===== src/rtl/instruction_fetcher_if.sv =====
// Instruction-memory read port shared by the fetcher and the memory.
//   master (fetcher side): drives mem_req / mem_addr, receives mem_valid / mem_data
//   slave  (memory side) : receives mem_req / mem_addr, drives mem_valid / mem_data
// mem_valid is only meaningful while mem_req is high.
interface instruction_fetcher_if;
    logic        mem_req;
    logic [31:0] mem_addr;
    logic        mem_valid;
    logic [31:0] mem_data;

    modport master (
        output mem_req,
        output mem_addr,
        input  mem_valid,
        input  mem_data
    );

    modport slave (
        input  mem_req,
        input  mem_addr,
        output mem_valid,
        output mem_data
    );
endinterface


===== src/rtl/instruction_fetcher.sv =====
// Instruction fetch stage with a direct-mapped, one-word-per-line cache.
// The controller presents a PC and lowers fetcher_reset; the stage looks
// the word up in the cache, fetches it from instruction memory on a miss,
// and raises fetcher_completed with the word on instruction.
//   clk, reset        : clock and synchronous active-high reset
//   fetcher_reset     : high = idle / abandon, low = fetch pc
//   pc                : byte address, bits [1:0] ignored
//   fetcher_completed : instruction is valid for the latched PC
//   instruction       : fetched instruction word
//   mem               : instruction-memory read port (master side)
module instruction_fetcher #(
    parameter int INDEX_BITS = 4
) (
    input  logic                  clk,
    input  logic                  reset,
    input  logic                  fetcher_reset,
    input  logic [31:0]           pc,
    output logic                  fetcher_completed,
    output logic [31:0]           instruction,
    instruction_fetcher_if.master mem
);
    localparam int TAG_BITS = 30 - INDEX_BITS;
    localparam int LINES    = 1 << INDEX_BITS;

    typedef enum logic [2:0] {IDLE, LOOKUP, MISS, DONE, DRAIN} state_t;

    state_t                state_q;
    state_t                state_d;
    logic [29:0]           lpc_q;
    logic [31:0]           instruction_q;
    logic                  completed_q;
    logic                  mem_req_q;
    logic [31:0]           mem_addr_q;
    logic [LINES-1:0]      valid_q;
    logic [TAG_BITS-1:0]   tag_mem  [LINES];
    logic [31:0]           data_mem [LINES];

    logic [INDEX_BITS-1:0] index;
    logic [TAG_BITS-1:0]   lpc_tag;
    logic                  hit;
    logic                  fill;
    logic                  unused_pc_bits;

    // Only the word address is kept; the byte offset is deliberately dropped.
    assign unused_pc_bits = ^pc[1:0];

    assign index   = lpc_q[INDEX_BITS-1:0];
    assign lpc_tag = lpc_q[29:INDEX_BITS];
    assign hit     = valid_q[index] && (tag_mem[index] == lpc_tag);

    // A pending read completes in MISS or DRAIN alike; DRAIN exists so an
    // abandoned miss still fills its line before a new fetch can start.
    assign fill = ((state_q == MISS) || (state_q == DRAIN)) && mem.mem_valid;

    assign fetcher_completed = completed_q;
    assign instruction       = instruction_q;
    assign mem.mem_req       = mem_req_q;
    assign mem.mem_addr      = mem_addr_q;

    // State register.
    always_ff @(posedge clk) begin
        if (reset) begin
            state_q <= IDLE;
        end else begin
            state_q <= state_d;
        end
    end

    // Next-state logic.
    always_comb begin
        state_d = state_q;
        case (state_q)
            IDLE: begin
                if (!fetcher_reset) state_d = LOOKUP;
            end
            LOOKUP: begin
                if (fetcher_reset) state_d = IDLE;
                else if (hit)      state_d = DONE;
                else               state_d = MISS;
            end
            MISS: begin
                if (mem.mem_valid)      state_d = fetcher_reset ? IDLE : DONE;
                else if (fetcher_reset) state_d = DRAIN;
            end
            DRAIN: begin
                if (mem.mem_valid) state_d = IDLE;
            end
            DONE: begin
                if (fetcher_reset) state_d = IDLE;
            end
            default: state_d = IDLE;
        endcase
    end

    // Registered outputs and datapath. Outputs are derived from the next
    // state so completion and request flags line up with the state itself.
    always_ff @(posedge clk) begin
        if (reset) begin
            lpc_q         <= '0;
            instruction_q <= '0;
            completed_q   <= 1'b0;
            mem_req_q     <= 1'b0;
            mem_addr_q    <= '0;
            valid_q       <= '0;
        end else begin
            completed_q <= (state_d == DONE);
            mem_req_q   <= (state_d == MISS) || (state_d == DRAIN);
            if ((state_q == IDLE) && !fetcher_reset) begin
                lpc_q <= pc[31:2];
            end
            if ((state_q == LOOKUP) && (state_d == MISS)) begin
                mem_addr_q <= {lpc_q, 2'b00};
            end
            if ((state_q == LOOKUP) && (state_d == DONE)) begin
                instruction_q <= data_mem[index];
            end
            if ((state_q == MISS) && (state_d == DONE)) begin
                instruction_q <= mem.mem_data;
            end
            if (fill) begin
                valid_q[index] <= 1'b1;
            end
        end
    end

    // Cache payload; contents are meaningless until the valid bit is set,
    // so these arrays need no reset.
    always_ff @(posedge clk) begin
        if (fill && !reset) begin
            data_mem[index] <= mem.mem_data;
            tag_mem[index]  <= lpc_tag;
        end
    end
endmodule

===== src/flat_wrapper.sv =====
// flat-port wrapper written by rule: the top's interface ports become plain ports
module instruction_fetcher_flat 
#(
    parameter int INDEX_BITS = 4
)
  (clk, reset, fetcher_reset, pc, fetcher_completed, instruction, mem_mem_req, mem_mem_addr, mem_mem_valid, mem_mem_data);
  instruction_fetcher_if mem_i ();
  input  logic clk;
  input  logic reset;
  input  logic fetcher_reset;
  input  logic [31:0] pc;
  output logic fetcher_completed;
  output logic [31:0] instruction;
  output wire logic [$bits(mem_i.mem_req)-1:0] mem_mem_req;
  output wire logic [$bits(mem_i.mem_addr)-1:0] mem_mem_addr;
  input wire logic [$bits(mem_i.mem_valid)-1:0] mem_mem_valid;
  input wire logic [$bits(mem_i.mem_data)-1:0] mem_mem_data;
  assign mem_mem_req = mem_i.mem_req;
  assign mem_mem_addr = mem_i.mem_addr;
  assign mem_i.mem_valid = mem_mem_valid;
  assign mem_i.mem_data = mem_mem_data;
  instruction_fetcher #(.INDEX_BITS(INDEX_BITS)) u_core (.clk(clk), .reset(reset), .fetcher_reset(fetcher_reset), .pc(pc), .fetcher_completed(fetcher_completed), .instruction(instruction), .mem(mem_i));
endmodule

===== config.mk =====
export PLATFORM = sky130hd
export DESIGN_NAME = instruction_fetcher_flat
export DESIGN_NICKNAME = d
export VERILOG_FILES = /design/src/rtl/instruction_fetcher_if.sv /design/src/rtl/instruction_fetcher.sv /design/src/flat_wrapper.sv
export SDC_FILE = /design/constraint.sdc
export NUM_CORES = 1
export LEC_CHECK = 0
export ABC_AREA = 1
export BUFFER_PORTS_ARGS = -buffer_cell sky130_fd_sc_hd__buf_2
export CORE_MARGIN = 2
export CORE_UTILIZATION = 40
export DETAILED_ROUTE_END_ITERATION = 16
export PLACE_DENSITY = 0.58
export SLEW_MARGIN = 40
export SYNTH_ARGS = -nofsm -noshare
export SYNTH_HDL_FRONTEND = slang
export SYNTH_SLANG_ARGS = --single-unit

===== constraint.sdc =====
create_clock -name clk -period 13.7 [get_ports clk]
set_input_delay 0 -clock clk [delete_from_list [all_inputs] [get_ports clk]]
set_output_delay 0 -clock clk [all_outputs]
set_load 0.1 [all_outputs]

==> impl_metrics.csv, run 1 <==
group,metric,value,unit
timing,finalCritPeriodShare,0.3349,
run_status,outcome,"completed",
timing,slew_violations,0,
timing,setup_viol,0,
cts,cts.clk_slew.worst_paths,0.06,ns
drt,dr_wl_met2,52350,µm
setup_path,path_cells,"inv_6, buf_6, nand2_1, nand2_1, nand2_1, nand3_1, nand3_1, nand2_1, nand2_1, nand2_1, nand2_1, nor2_1, nand2_1, nor2_1, nand2_2, nand2_4, nand3_1, nand2_1, nor2_1",
pwr,p_total,6.974,mW
die,rows,118,
setup_path,path_max_fanout,95,
cts,root_buffer,"clkbuf_16",
finish,final_util,0.4657,
drt,ant_nets,0,
setup_path,cp.arrival,5.17,ns
hold_path,hp-class,"input port to register",
timing,fmax,0.2179,GHz
synth,avgSynthCellArea,11.84,µm²
cts,cts_max_level,3,
pwr,power.density,144.9,nW/µm²
cts,cts_buffer_depth,3,
setup_path,startpoint_type,"register",
synth,yosysUniqueCellTypes,31,
drt,top_layer_used,"met5",
timing,slew_headroom,0.4402,
die,core,103300,µm²
pwr,p_switching,1.663,mW
finish,syn2layout_area_growth,15.59,%
setup_path,path_buf_inv,2,
drt,dr.pass1.iters,5,
finish,mostFrequentLayoutCell,"edfxtp_1",
place,gp_congestion,0.7640,
cts,cts_tree,"done",
run,drv_cap,0,
setup_path,worstSetupPathType,"register to register",
die,die-area,106700,µm²
setup_path,r2r-end,"u_core.instruction[3]",
pwr,irDropWorstVdd,0.0001239,V
drt,met1_length,50000,µm
timing,setup_ws,9.112,ns
drt,wl_met3,8418,µm
setup_path,slowest_stage,"buf_6",
global_route,antenna_found_initial,8,
timing,rsz0062_at_grt,"no",
global_route,overflow,0,
cts,cts_resized,0,
setup_path,r2r_slack,9.11,ns
hold_path,min_to,"u_core.lpc_q[23]",
synth,synth_area_leader_cell,"edfxtp_1",
global_route,grt_pass1_wl,167700,µm
place,place_hpwl,57980,µm
die,fp.dieH,326.7,µm
global_route,grt_usage,0.2082,
die,fp.dieW,326.7,µm
drt,vias_per_cell,5.431,
synth,yosysSeqAreaShare,0.7255,
die,ioPinCount,134,
cts,insertion_delay,0.69,ns
pwr,p_int,5.311,mW
drt,vias,27857,
pwr,pwr-share-seq,0.509,
setup_path,cp_top_family,"simple AND/OR/NAND/NOR gates",
drt,drc_errors,0,
pwr,p_leak,17.19,nW
synth,yosys_warnings,0,
synth,syn_inst,3516,
pwr,pwr-share-comb,0.079,
global_route,grt_pass1_vias,26195,
setup_path,worstSetupEndpointType,"register",
place,port_buffers,129,
synth,syn_area,41640,µm²
drt,wl,113400,µm
timing,finClkSkew,0.03416,ns
setup_path,cp_slowest_stage_delay,0.69,ns
synth,yosys-top-cells-area,"edfxtp_1, nand3_1, nand2_1",
place,place_ws,9.194,ns
setup_path,reg2reg_depth,19,
setup_path,required,14.28,ns
pwr,switching_share,0.2384,
timing,final.setup.tns,0,ns
timing,tightestPinTransition,0.8397,ns
timing,hold_viol,0,
pwr,pwr-share-clk,0.413,
synth,synth_seq_cells,1045,
cts,numCtsBuffers,105,
hold_path,whs_path_depth,4,
finish,final_cell_mix,"edfxtp_1, nand2_1, nand3_1",
setup_path,cp.depth,19,
drt,first_iter_violations,2818,
cts,clkSinkCount,1045,
hold_path,hp-start,"pc[25]",
synth,synth_top_area_frac,0.6692,
finish,fin_nets,3722,
finish,drive_gt1_frac,0.1070,
timing,min_period,4.588,ns
die,start_util,0.4029,
global_route,grt_max_degree,130,
setup_path,crit_top_cell,"nand2_1",
drt,routedWlPerCell,22.11,µm
-- worst max-delay path by stage --
stage / slack, ns / end
5_1_grt: 8.73 / u_core.instruction[11]
3_5_place_dp: 9.19 / u_core.instruction[11]
3_3_place_gp: 8.89 / u_core.instruction[3]
6_report: 9.11 / u_core.instruction[3]
4_1_cts: 9.20 / u_core.instruction[11]
2_1_floorplan: 9.36 / u_core.data_mem[0][0]
-- kinds of logic (layout without fill, tap and decap cells) --
logic type | count (synthesis) | count (layout) | synth area share
simple gates | 1588 | 1588 | 0.1648
flops | 1045 | 1045 | 0.7255
buf+inv | 443 | 673 | 0.04402
compound gates | 439 | 439 | 0.06562
other cells | 1 | 4 | 0.00009006
-- cell usage after synthesis --
cell / count
nor2_1: 204
edfxtp_1: 928
a32oi_1: 1
a22o_1: 2
buf_4: 20
nand3_1: 635
buf_1: 19
o21ai_1: 18
a41oi_1: 21
nand4_1: 35
a21oi_1: 118
o32ai_1: 6
a22oi_1: 128
nand2_2: 1
nor3_1: 2
inv_2: 4
o21ai_0: 93
a211oi_1: 1
nand2_4: 2
inv_1: 204
dfxtp_1: 117
o211ai_1: 29
inv_4: 1
buf_6: 4
nand2_1: 709
o22ai_1: 15
clkbuf_1: 139
clkinv_1: 2
buf_2: 50
conb_1: 1
a31oi_1: 7
-- state kept, by name (all words and copies together), names as in the netlist, named ones only --
| name | count |
|---|---|
| u_core.data_mem | 512 |
| u_core.tag_mem | 416 |
| u_core.instruction | 32 |
| u_core.lpc_q | 30 |
| u_core.mem.mem_addr | 30 |
| u_core.valid_q | 16 |
| u_core.state_q | 3 |
| u_core.fetcher_completed | 1 |
| u_core.mem.mem_req | 1 |
-- layer usage --
metal | track usage | up-vias
li1 | - | 12856
met1 | 0.2992 | 13787
met2 | 0.3272 | 1038
met3 | 0.03473 | 172
met4 | 0.05804 | 4
met5 | 0 | -
-- layout make-up --
cell class	count	area, µm²
clock buffers	160	3098
flip-flops and latches	1045	30230
inverters	211	803.3
multi-input cells	2029	9801
well taps	1380	1727
repair buffers	262	2052
diodes	2	5.005
clock inverters	40	416.7
fillers	9289	55220
-- what timing repair did --
item,in CTS,in global routing
setup endpoints to repair,0,0
hold buffers,67,0
endpoints found under the hold margin,613,0
buffers inserted,0,0
-- worst reg2reg max path: cells and delay by family, from the launching register on --
kind	cells	cell delay [ns]
buffers and inverters	2	1.44
DFF	1	0.58
and+or+nand+nor	17	2.48
-- power by group through the flow --
stage	Combinational [mW]	Sequential [mW]	Clock [mW]
after floorplan	0.346	3.60	0
after global placement	0.515	3.62	0
after detailed placement	0.524	3.62	0
after CTS	0.542	3.55	2.92
after global routing	0.602	3.55	3.04
final	0.547	3.55	2.88
-- per-stage QoR --
step	cell area (µm²)	std cells	hold slack [ns]
global route	48130	5129	0.1729
finish	48130	5129	0.1566
floorplan	41640	3517	0.09887
global placement	43610	4845	0.2966
detailed placement	43910	4859	0.2976
CTS	48100	5126	0.1165
Note: power is estimated with default switching activity, not from simulation.
==> inputs of run 2 (changes only) <==
--- a/config.mk
+++ b/config.mk
@@ -5,7 +5,7 @@
 export SDC_FILE = /design/constraint.sdc
 export NUM_CORES = 1
 export LEC_CHECK = 0
-export ABC_AREA = 1
+export ABC_AREA = 0
 export BUFFER_PORTS_ARGS = -buffer_cell sky130_fd_sc_hd__buf_2
 export CORE_MARGIN = 2
 export CORE_UTILIZATION = 40
==> constraint.sdc (replaced) <==
create_clock -name clk -period 4.55 [get_ports clk]
set_input_delay 0 -clock clk [delete_from_list [all_inputs] [get_ports clk]]
set_output_delay 0 -clock clk [all_outputs]
set_load 0.1 [all_outputs]
==> run 2 against run 1 <==
Compared with the run above: worst setup slack worse by 8.7 ns; sequential power rose to 3.0 times the previous value; final cell count down 26%; worst hold slack worse by 0.037 ns; critical path type unchanged; largest cell class unchanged.
==> impl_metrics.csv, run 2 <==
group,metric,value,unit
run_status,outcome,"completed",
setup_path,slowest_stage,"or4_2",
hold_path,hp-class,"input port to register",
pwr,p_total,20.25,mW
finish,largest_reg_flops,512,
finish,drive_gt1_frac,0.3012,
cts,cts.clk_slew.worst_paths,0.06,ns
timing,slew_violations,0,
cts,numCtsBuffers,105,
drt,first_iter_violations,2016,
cts,cts_resized,0,
synth,yosysSeqAreaShare,0.7388,
timing,rsz0062_at_grt,"no",
die,fp.dieW,323.7,µm
setup_path,required,5.08,ns
synth,avgSynthCellArea,19.82,µm²
place,place_hpwl,54150,µm
setup_path,reg2reg_depth,11,
die,start_util,0.4025,
global_route,overflow,0,
drt,drc_errors,0,
global_route,grt_max_degree,87,
cts,clkSinkCount,1045,
synth,synth_seq_cells,1045,
timing,finClkSkew,0.04630,ns
synth,synth_top_area_frac,0.6815,
timing,slew_headroom,0.4602,
setup_path,worstSetupPathType,"register to register",
synth,syn_inst,2063,
hold_path,whs_path_depth,4,
cts,cts_tree,"done",
synth,syn_area,40890,µm²
pwr,irDropWorstVdd,0.0003316,V
synth,ys_async_sr_fraction,0,
setup_path,r2r_slack,0.41,ns
place,place_ws,0.4078,ns
global_route,grt_pass1_vias,21518,
setup_path,cp_slowest_stage_delay,0.78,ns
finish,fin_nets,2417,
drt,vias_per_cell,5.470,
finish,final_cell_mix,"edfxtp_1, mux4_2, nand2_1",
synth,yosys-top-cells-area,"edfxtp_1, mux4_2, dfxtp_1",
global_route,antenna_found_initial,5,
global_route,grt_usage,0.1900,
place,dpl.cell_count,3530,
timing,fmax,0.2413,GHz
timing,hold_viol,0,
synth,yosys_warnings,0,
setup_path,cp.arrival,4.68,ns
drt,ant_nets,0,
place,port_buffers,129,
timing,tightestPinTransition,0.8097,ns
drt,dr_wl_met2,49530,µm
setup_path,path_max_fanout,32,
timing,setup_viol,0,
finish,stdcell_count,3809,
global_route,grt_pass1_wl,144000,µm
timing,final.setup.tns,0,ns
cts,cts_max_level,3,
timing,setup_ws,0.4053,ns
pwr,power.density,421.6,nW/µm²
setup_path,path_buf_inv,2,
cts,cts_buffer_depth,3,
timing,finalCritPeriodShare,0.9109,
place,gp_congestion,0.7567,
pwr,p_leak,15.91,nW
finish,final_util,0.4727,
hold_path,hp-start,"pc[30]",
synth,yosysUniqueCellTypes,65,
setup_path,cp_top_family,"compound AO/OA/AOI/OAI gates",
drt,wl_met3,5648,µm
die,ioPinCount,134,
drt,met1_length,42020,µm
setup_path,startpoint_type,"register",
synth,synth_area_leader_cell,"edfxtp_1",
hold_path,min_to,"u_core.lpc_q[28]",
finish,syn2layout_area_growth,17.44,%
die,die-area,104800,µm²
die,fp.dieH,323.7,µm
synth,yosysMostFrequentCell,"edfxtp_1",
synth,synthFlopType,"edfxtp_1",
drt,dr.pass1.iters,5,
drt,wl,99330,µm
synth,synth.cells.most_frequent,"edfxtp_1, mux4_2, nand2_1",
finish,largest-register,"u_core.data_mem",
run,drv_cap,0,
setup_path,r2r-end,"u_core.instruction[8]",
cts,root_buffer,"clkbuf_16",
die,core,101600,µm²
die,rows,117,
synth,synth_edf_count,928,
finish,mostFrequentLayoutCell,"edfxtp_1",
timing,min_period,4.145,ns
cts,insertion_delay,0.68,ns
drt,vias,20835,
setup_path,path_cells,"nor2_1, a22o_1, a221oi_1, mux2_2, a2111oi_0, buf_4, nand4_1, or4_2, buf_12, a21oi_2, a211oi_2",
drt,top_layer_used,"met5",
drt,routedWlPerCell,26.08,µm
setup_path,worstSetupEndpointType,"register",
-- run 2: cell types whose count changed after synthesis, sizes merged, moves of 80 or more --
| cell | before | now |
|---|---|---|
| nand2 | 712 | 172 |
| nor2 | 204 | 24 |
| mux2i | 0 | 135 |
| a22oi | 128 | 7 |
| mux4 | 0 | 249 |
| o21ai | 111 | 10 |
| clkbuf | 139 | 59 |
| nand3 | 635 | 10 |
| inv | 209 | 39 |
-- run 2: what timing repair did --
action                                 4_1_cts  5_1_grt
hold buffers                                79        0
endpoints found under the hold margin      573        0
buffers inserted                             0        0
-- run 2: final cells by class --
| type | instances | area (µm²) |
|---|---|---|
| Clock buffer | 150 | 2967 |
| Clock inverter | 48 | 481.7 |
| Antenna cell | 1 | 2.502 |
| Fill cell | 8588 | 53570 |
| Sequential cell | 1045 | 30230 |
| Multi-Input combinational cell | 857 | 10010 |
| Inverter | 39 | 148.9 |
| Tap cell | 1368 | 1712 |
| Timing Repair Buffer | 301 | 2466 |
-- run 2: logic make-up (layout without fill, tap and decap cells) --
kind of cell / after synthesis / in the layout / share of synthesized area
AOI/OAI and AO/OA: 171 / 171 / 0.03390
other: 1 / 3 / 0.00009171
buffers and inverters: 162 / 538 / 0.02019
xor gates and xnor gates: 36 / 36 / 0.007711
muxes: 387 / 387 / 0.1710
and+or+nand+nor: 261 / 261 / 0.02830
DFF: 1045 / 1045 / 0.7388
-- run 2: worst register-to-register path: stages, from the launching register on --
cell and delay [ns]:
dfxtp_2 0.74, nor2_1 0.20, a22o_1 0.25, a221oi_1 0.26, mux2_2 0.40, a2111oi_0 0.49, buf_4 0.22, nand4_1 0.11
or4_2 0.78, buf_12 0.26, a21oi_2 0.24, a211oi_2 0.06
-- run 2: where the power goes --
| part | total [mW] | switching [mW] | internal [mW] |
|---|---|---|---|
| Clock | 8.55 | 3.60 | 4.95 |
| Sequential | 10.6 | 0.101 | 10.5 |
| Combinational | 1.13 | 0.636 | 0.494 |
| Total | 20.2 | 4.34 | 15.9 |
-- run 2: through the flow --
step                      instance area, µm²  hold slack [ns]
after floorplan                        40910          0.08648
after detailed placement               43770           0.2568
after global placement                 43660           0.2534
final                                  48020           0.1199
after global routing                   48020           0.1167
after CTS                              48010          0.09283
-- run 2: worst max-delay path by stage --
stage	startpoint	end	depth (start not counted)
final	register	u_core.instruction[8]	11
after detailed placement	register	u_core.instruction[8]	10
after CTS	register	u_core.instruction[8]	10
after global routing	register	u_core.instruction[20]	10
after floorplan	u_core.lpc_q[1]	u_core.data_mem[10][0]	5
after global placement	register	u_core.instruction[20]	11
-- run 2: metal layers --
metal / vias to the layer above / track usage
met1: 11139 / 0.2584
met4: 8 / 0.04424
li1: 8893 / -
met2: 658 / 0.3227
met5: - / 0
met3: 137 / 0.02959
